## config.mk

```make
export PLATFORM = sky130hd
export DESIGN_NAME = xmit
export DESIGN_NICKNAME = d
export VERILOG_FILES = /design/src/rtl/xmit_pkg.sv /design/src/rtl/xmit.sv
export SDC_FILE = /design/constraint.sdc
export NUM_CORES = 1
export LEC_CHECK = 0
export BUFFER_PORTS_ARGS = -buffer_cell sky130_fd_sc_hd__buf_2
export CAP_MARGIN = 20
export CELL_PAD_IN_SITES_DETAIL_PLACEMENT = 1
export CELL_PAD_IN_SITES_GLOBAL_PLACEMENT = 2
export CORE_ASPECT_RATIO = 2
export CORE_UTILIZATION = 30
export CTS_BUF_LIST = sky130_fd_sc_hd__clkbuf_4
export DETAILED_ROUTE_END_ITERATION = 7
export PLACE_DENSITY = 0.68
export SKIP_CTS_REPAIR_TIMING = 1
export SLEW_MARGIN = 10
export SYNTH_ARGS = -nofsm -noshare
export SYNTH_HDL_FRONTEND = slang
export SYNTH_SLANG_ARGS = --single-unit
```

## constraint.sdc

```tcl
create_clock -name clock -period 1.55 [get_ports clock]
set_input_delay 0 -clock clock [delete_from_list [all_inputs] [get_ports clock]]
set_output_delay 0 -clock clock [all_outputs]
set_load 0.01 [all_outputs]
```

## src/rtl/xmit_pkg.sv

```systemverilog
// Shared constants and types for the serial frame transmitter.
// MATCH is the frame header the receiver synchronises on.
package xmit_pkg;

    localparam logic [7:0] MATCH     = 8'hA5;
    localparam int         FRAME_LEN = 16;
    localparam logic [3:0] CNT_LAST  = 4'(FRAME_LEN - 1);

    typedef enum logic [1:0] {
        ST_IDLE = 2'd0,
        ST_SEND = 2'd1,
        ST_GAP  = 2'd2
    } xmit_state_e;

    // Build the 16-bit on-wire frame: header followed by body, MSB first.
    function automatic logic [15:0] frame_word(input logic [7:0] body);
        return {MATCH, body};
    endfunction

endpackage

```

## src/rtl/xmit.sv

```systemverilog
// Serial frame transmitter: 8'hA5 header + one body byte, MSB first, with an
// optional inter-frame gap. Define XMIT_OVERRUN_EN to add the overrun flag.
module xmit
    import xmit_pkg::*;
#(
    parameter int IDLE_BITS = 0
) (
    input  logic       clock,
    input  logic       reset,
    input  logic       load,
    input  logic [7:0] data_in,
    output logic       data_out,
    output logic       full,
    output logic       busy,
    output logic       sent
`ifdef XMIT_OVERRUN_EN
    ,
    output logic       overrun
`endif
);

    localparam logic [3:0] GAP_LAST = 4'(IDLE_BITS - 1);
    localparam logic       NO_GAP   = (IDLE_BITS == 32'sd0);

    xmit_state_e state_r;
    logic [15:0] shift_r;
    logic [3:0]  cnt_r;
    logic [3:0]  gap_cnt_r;
    logic [7:0]  hold_r;
    logic        full_r;
    logic        busy_r;
    logic        sent_r;

    logic        accept_s;
    logic        frame_end_s;
    logic        gap_end_s;
    logic        start_s;

    assign accept_s    = load & ~full_r;
    assign frame_end_s = (state_r == ST_SEND) && (cnt_r == CNT_LAST);
    assign gap_end_s   = (state_r == ST_GAP) && (gap_cnt_r == GAP_LAST);
    // A queued byte is consumed when idle, at frame end without a gap, or at gap end.
    assign start_s     = full_r && ((state_r == ST_IDLE) ||
                                    (frame_end_s && NO_GAP) ||
                                    gap_end_s);

    assign data_out = shift_r[15];
    assign full     = full_r;
    assign busy     = busy_r;
    assign sent     = sent_r;

    // Holding register and its occupancy flag.
    always_ff @(posedge clock or negedge reset) begin
        if (!reset) begin
            hold_r <= 8'h00;
            full_r <= 1'b0;
        end else if (accept_s) begin
            hold_r <= data_in;
            full_r <= 1'b1;
        end else if (start_s) begin
            full_r <= 1'b0;
        end
    end

    // Frame sequencer: shift register, bit counter, gap counter and status outputs.
    always_ff @(posedge clock or negedge reset) begin
        if (!reset) begin
            state_r   <= ST_IDLE;
            shift_r   <= 16'h0000;
            cnt_r     <= 4'd0;
            gap_cnt_r <= 4'd0;
            busy_r    <= 1'b0;
            sent_r    <= 1'b0;
        end else begin
            sent_r <= 1'b0;
            case (state_r)
                ST_IDLE: begin
                    if (full_r) begin
                        state_r <= ST_SEND;
                        shift_r <= frame_word(hold_r);
                        cnt_r   <= 4'd0;
                        busy_r  <= 1'b1;
                    end
                end
                ST_SEND: begin
                    if (cnt_r == CNT_LAST) begin
                        sent_r <= 1'b1;
                        cnt_r  <= 4'd0;
                        if (NO_GAP && full_r) begin
                            shift_r <= frame_word(hold_r);
                        end else if (NO_GAP) begin
                            state_r <= ST_IDLE;
                            shift_r <= {shift_r[14:0], 1'b0};
                            busy_r  <= 1'b0;
                        end else begin
                            state_r   <= ST_GAP;
                            shift_r   <= {shift_r[14:0], 1'b0};
                            gap_cnt_r <= 4'd0;
                        end
                    end else begin
                        shift_r <= {shift_r[14:0], 1'b0};
                        cnt_r   <= cnt_r + 4'd1;
                    end
                end
                ST_GAP: begin
                    // A byte already waiting starts straight from the last gap
                    // cycle so the line carries exactly IDLE_BITS zeros.
                    if (gap_cnt_r == GAP_LAST) begin
                        if (full_r) begin
                            state_r <= ST_SEND;
                            shift_r <= frame_word(hold_r);
                            cnt_r   <= 4'd0;
                        end else begin
                            state_r <= ST_IDLE;
                            busy_r  <= 1'b0;
                        end
                    end else begin
                        gap_cnt_r <= gap_cnt_r + 4'd1;
                    end
                end
                default: begin
                    state_r   <= ST_IDLE;
                    shift_r   <= 16'h0000;
                    cnt_r     <= 4'd0;
                    gap_cnt_r <= 4'd0;
                    busy_r    <= 1'b0;
                end
            endcase
        end
    end

`ifdef XMIT_OVERRUN_EN
    logic reject_s;
    logic overrun_r;

    assign reject_s = load & full_r;
    assign overrun  = overrun_r;

    // Sticky flag for a load dropped because the holding register was occupied.
    always_ff @(posedge clock or negedge reset) begin
        if (!reset) begin
            overrun_r <= 1'b0;
        end else if (reject_s) begin
            overrun_r <= 1'b1;
        end else if (accept_s) begin
            overrun_r <= 1'b0;
        end
    end
`endif

endmodule

```

==> out/results.ini, run 1 <==
[status]
status=finished clean

[worst_setup_path]
crit_family=flip-flops
startpoint=cnt_r[0]
cp-start-kind=flip-flop
worstPathArrival_ns=1.57
cpPeakStageDelay_ns=0.38
r2r_start=cnt_r[0]
critPathBufInv=1
cp_max_fo=8
cp_slowest_cell=dfrtp_1
cp-end-kind=flip-flop
worstSetupPathType=reg2reg
crit_required_ns=1.76
path_cells=ha_1 -> nand4_4 -> buf_4 -> o22ai_1 -> a21oi_1

[sta]
final.setup.tns_ns=0
fin_crit_sh=0.872
hold_ws_ns=0.209
period_minus_slack_ns=1.35
fmax_ghz=0.740
tightest_slew_ns=0.747
rsz0062_at_grt=no
maxSlewViolCount=0
hold_viol=0
relSlewSlack=0.502
fin_worst_skew_ns=0.00763
setup_viol=0

[power_and_ir_drop]
p_leak_nw=0.767
ir_drop_uv=736
pwr_density_cell_nw_per_um2=1810

[synth]
syn_area_um2=1400
ys_types=31
synth_edf_count=0
async_reset_ff_frac=1.00
netlist_instances=111
ys_seq_area_frac=0.571
syn_area_per_cell_um2=12.6
yosysWarningCount=0
syn-num-nets=123
yosys_register_bits=32
synth_top_flop_cell=dfrtp_1

[global_routing]
grt.total_usage=0.145
grt_pass1_vias=1069
overflow=0
grt_pass1_wl_um=5310
grt_max_degree=33
antenna_found_initial=0

[floorplan]
coreArea_um2=4420
die_h_um=98.7
die_w_um=50.3
start_util=0.317
fp.dieArea_um2=4960
core.rowCount=34
io_pins=15

[clock_network]
cts_tree=yes
clk_latency_ns=0.33
cts_sinks=32
clockRootBuffer=clkbuf_4
h-tree-depth=2
clk_path_buf_depth=2
clk_pin_slew_worst_paths_ns=0.10
cts_buffers=5

[detailed_routing]
antenna_left=0
drtIter0Drc=21
drt_wl_total_um=3090
vias=986
vias_per_cell=5.08
wire_per_inst_um=15.9
drc=0
first_pass_iters=4

[layout]
nNetsFinal=151
finalInstanceArea_um2=1700
final_layout_size_suffix_gt1_frac=0.329
final_common_cell=dfrtp_1
mostFrequentLayoutCells=dfrtp_1 (32), mux2_2 (15), buf_2 (14), inv_1 (9), dlygate4sd3_1 (9)
num_antenna_cells=0
synthToLayoutAreaGrowth_pct=21.2

[placed_design]
post_dp_cell_area_um2=1530
io_buffers=14
place_congestion=0.694
post-dp-hpwl_um=2220

[hold_path]
hold_class=in2reg
hold_start=load

[job]
drv_cap=0

cell type report:
class,count,area (um2)
Sequential cell,32,801
Tap cell,54,67.6
Clock inverter,3,37.5
Timing Repair Buffer,28,198
Inverter,9,33.8
Multi-Input combinational cell,63,523
Fill cell,501,2730
Clock buffer,5,37.5
cell usage after synthesis (2+ instances only):
| master | instances | area [um2] |
|---|---|---|
| a21oi_1 | 7 | 35.0 |
| a22o_1 | 4 | 35.0 |
| clkbuf_1 | 2 | 7.51 |
| buf_4 | 2 | 15.0 |
| inv_1 | 9 | 33.8 |
| nor2_1 | 2 | 7.51 |
| dfrtp_1 | 32 | 801 |
| o32a_1 | 4 | 40.0 |
| o22ai_1 | 8 | 50.1 |
| mux2_2 | 15 | 169 |
| nand2_1 | 3 | 11.3 |
| o21ai_0 | 3 | 15.0 |
| buf_2 | 2 | 10.0 |
per-stage QoR:
step,total power [mW],instances,setup WS (ns),utilization
after floorplan,2.18,111,0.177,-
after global placement,2.41,177,0.221,0.346
after detailed placement,2.48,177,0.184,0.346
after CTS,3.11,185,0.168,0.363
after global routing,3.30,194,0.0738,0.384
final,3.07,194,0.199,0.384
worst min-delay path, delay by kind of cell:
family,cells,cell delay (ns)
compound gates,1,0.10
simple gates,1,0.12
buf+inv,2,0.28
flip-flops by register name (all words and copies together) (netlist names):
| name | count |
|---|---|
| cnt_r | 4 |
| hold_r | 8 |
| state_r | 1 |
| full | 1 |
| shift_r | 16 |
| busy | 1 |
| sent | 1 |
cells by family (layout without fill, tap and decap cells):
family                   Yosys count  after routing  share of synthesized area
flip-flops                        32             32                      0.571
AND/OR/NAND/NOR                   14             14                     0.0732
buffers and inverters             16             45                     0.0554
adder cells (fa/ha/maj)            1              1                    0.00893
AO/OA/AOI/OAI                     31             31                      0.157
XOR/XNOR                           1              1                    0.00625
multiplexers                      16             16                      0.128
report_power, final:
group | switching, mW | leakage, nW | internal (mW)
clock network | 0.287 | 0.0403 | 0.329
registers | 0.261 | 0.399 | 1.18
logic | 0.429 | 0.328 | 0.578
total | 0.978 | 0.767 | 2.09
path summary, 6_finish.rpt:
path | end | slack (ns) | depth (start not counted)
min | hold_r[0] | 0.21 | 4
max reg2reg | shift_r[7] | 0.20 | 5
min in group asynchronous | busy | 0.26 | 2
min reg2reg | shift_r[9] | 0.51 | 1
max | shift_r[7] | 0.20 | 5
max in group asynchronous | shift_r[8] | 0.80 | 2
routing by layer:
layer,part of all wire,global-route usage
met1,0.39,0.152
met4,0.027,0.0833
met5,0,0
met2,0.56,0.262
met3,0.019,0.0247
(Power assumes the default switching activity.)
==> run 2: changes to the inputs <==
--- a/config.mk
+++ b/config.mk
@@ -14,7 +14,6 @@
 export CTS_BUF_LIST = sky130_fd_sc_hd__clkbuf_4
 export DETAILED_ROUTE_END_ITERATION = 7
 export PLACE_DENSITY = 0.68
-export SKIP_CTS_REPAIR_TIMING = 1
 export SLEW_MARGIN = 10
 export SYNTH_ARGS = -nofsm -noshare
 export SYNTH_HDL_FRONTEND = slang
==> constraint.sdc (replaced) <==
create_clock -name clock -period 1.55 [get_ports clock]
set_input_delay 0 -clock clock [delete_from_list [all_inputs] [get_ports clock]]
set_output_delay 0 -clock clock [all_outputs]
set_load 0.005 [all_outputs]
==> run 2 against run 1 <==
Net effect: total power down 0.47%; critical endpoint unchanged; highest routed layer unchanged; critical path type unchanged; utilization is the same; clock power about the same; clock skew about the same; register-to-register slack is essentially flat; global-route usage rose by 0.22 points.
==> out/results.ini, run 2 (synthesis results as in run 1) <==
[detailed_routing]
antenna_left=0
wire_per_inst_um=15.9
drtIter0Drc=17
first_pass_iters=2
met2_length_um=1750
drt_wl_total_um=3090
met1Wirelength_um=1200
vias_per_cell=5.05
routed.top_layer=met4
drc=0
dr_wl_met3_um=54
vias=980

[global_routing]
grt_pass1_vias=1110
grt_max_degree=33
antenna_found_initial=0
grt_pass1_wl_um=5390
grt.total_usage=0.148
overflow=0

[layout]
final_layout_size_suffix_gt1_frac=0.329
nNetsFinal=151
largest_reg_flops=16
reg.largest.list=shift_r (16), hold_r (8), cnt_r (4)
largest_register=shift_r
num_antenna_cells=0
mostFrequentLayoutCells=dfrtp_1 (32), mux2_2 (15), buf_2 (14), inv_1 (9), dlygate4sd3_1 (9)
n_fill_cell=501
synthToLayoutAreaGrowth_pct=21.2
final_common_cell=dfrtp_1

[sta]
final.setup.tns_ns=0
rsz0062_at_grt=no
tightest_slew_ns=0.740
fin_worst_skew_ns=0.00743
relSlewSlack=0.507
period_minus_slack_ns=1.35
hold_viol=0
fin_ws_ns=0.196
fmax_ghz=0.739
maxSlewViolCount=0
fin_crit_sh=0.873
setup_viol=0

[placed_design]
post-dp-hpwl_um=2220
place_congestion=0.694
io_buffers=14
dpl_worst_slack_ns=0.184

[clock_network]
clk_pin_slew_worst_paths_ns=0.10
clockRootBuffer=clkbuf_4
cts_buffers=5
cts_sinks=32
cts_tree=yes
clk_latency_ns=0.33
cts_resized=0
h-tree-depth=2
ctsHoldBuffers=9
clk_path_buf_depth=2
post_cts_buffers=0

[worst_setup_path]
cp-start-kind=flip-flop
r2r_start=cnt_r[0]
reg2reg_slack_ns=0.20
startpoint=cnt_r[0]
cp-end-kind=flip-flop
worstPathArrival_ns=1.57
cp_max_fo=8
crit_required_ns=1.76
worstSetupPathType=reg2reg

[power_and_ir_drop]
netSwitchingFraction=0.316
combPwrFrac=0.325
p_seq_frac=0.473
ir_drop_uv=732
switchingPower_mw=0.964
pwr_density_cell_nw_per_um2=1800
p_leak_nw=0.767
power_frac_clock=0.202
power_mw=3.05
p_int_mw=2.09

[floorplan]
fp.dieArea_um2=4960
die_h_um=98.7
start_util=0.317
coreArea_um2=4420
core.rowCount=34
io_pins=15
die_w_um=50.3

[status]
status=finished clean

[hold_path]
hold_start=load
hold_class=in2reg

[job]
drv_cap=0

-- run 2: path summary, 6_finish.rpt --
kind | depth (start not counted) | end
worst max-delay path | 5 | shift_r[7]
worst min-delay path | 4 | hold_r[0]
worst max register to register | 5 | shift_r[7]
worst min register to register | 1 | shift_r[9]
max in group asynchronous | 2 | shift_r[8]
min in group asynchronous | 2 | busy
-- run 2: power by group through the flow --
| stage | sequential, mW | combinational (mW) | clock [mW] |
|---|---|---|---|
| finish | 1.44 | 0.993 | 0.616 |
| global route | 1.50 | 1.11 | 0.671 |
| CTS | 1.45 | 1.02 | 0.638 |
| detailed placement | 1.47 | 0.999 | 0 |
| global placement | 1.45 | 0.953 | 0 |
| floorplan | 1.39 | 0.784 | 0 |
-- run 2: area by class of cell --
class / instances / area [um2] / share of cell area
Multi-Input combinational cell: 63 / 523 / 0.308
Sequential cell: 32 / 801 / 0.472
Inverter: 9 / 33.8 / 0.0199
Tap cell: 54 / 67.6 / 0.0398
Clock inverter: 3 / 37.5 / 0.0221
Clock buffer: 5 / 37.5 / 0.0221
Timing Repair Buffer: 28 / 198 / 0.116
-- run 2: routing by layer --
layer  vias to the layer above  global-route usage
met4                         0              0.0833
li1                        458                   -
met2                        13               0.263
met5                         -                   0
met1                       502               0.159
met3                         7              0.0231
-- run 2: worst max-delay path, cell delays in order (launching register included) --
cell and delay, ns:
dfrtp_1 0.38, ha_1 0.29, nand4_4 0.13, buf_4 0.19, o22ai_1 0.17, a21oi_1 0.07
-- run 2: through the flow --
stage | hold slack [ns] | util | cell area, um2 | cells
finish | 0.213 | 0.384 | 1700 | 194
global route | 0.243 | 0.384 | 1700 | 194
CTS | 0.211 | 0.384 | 1700 | 194
detailed placement | 0.102 | 0.346 | 1530 | 177
global placement | 0.0920 | 0.346 | 1530 | 177
floorplan | -0.296 | - | 1400 | 111
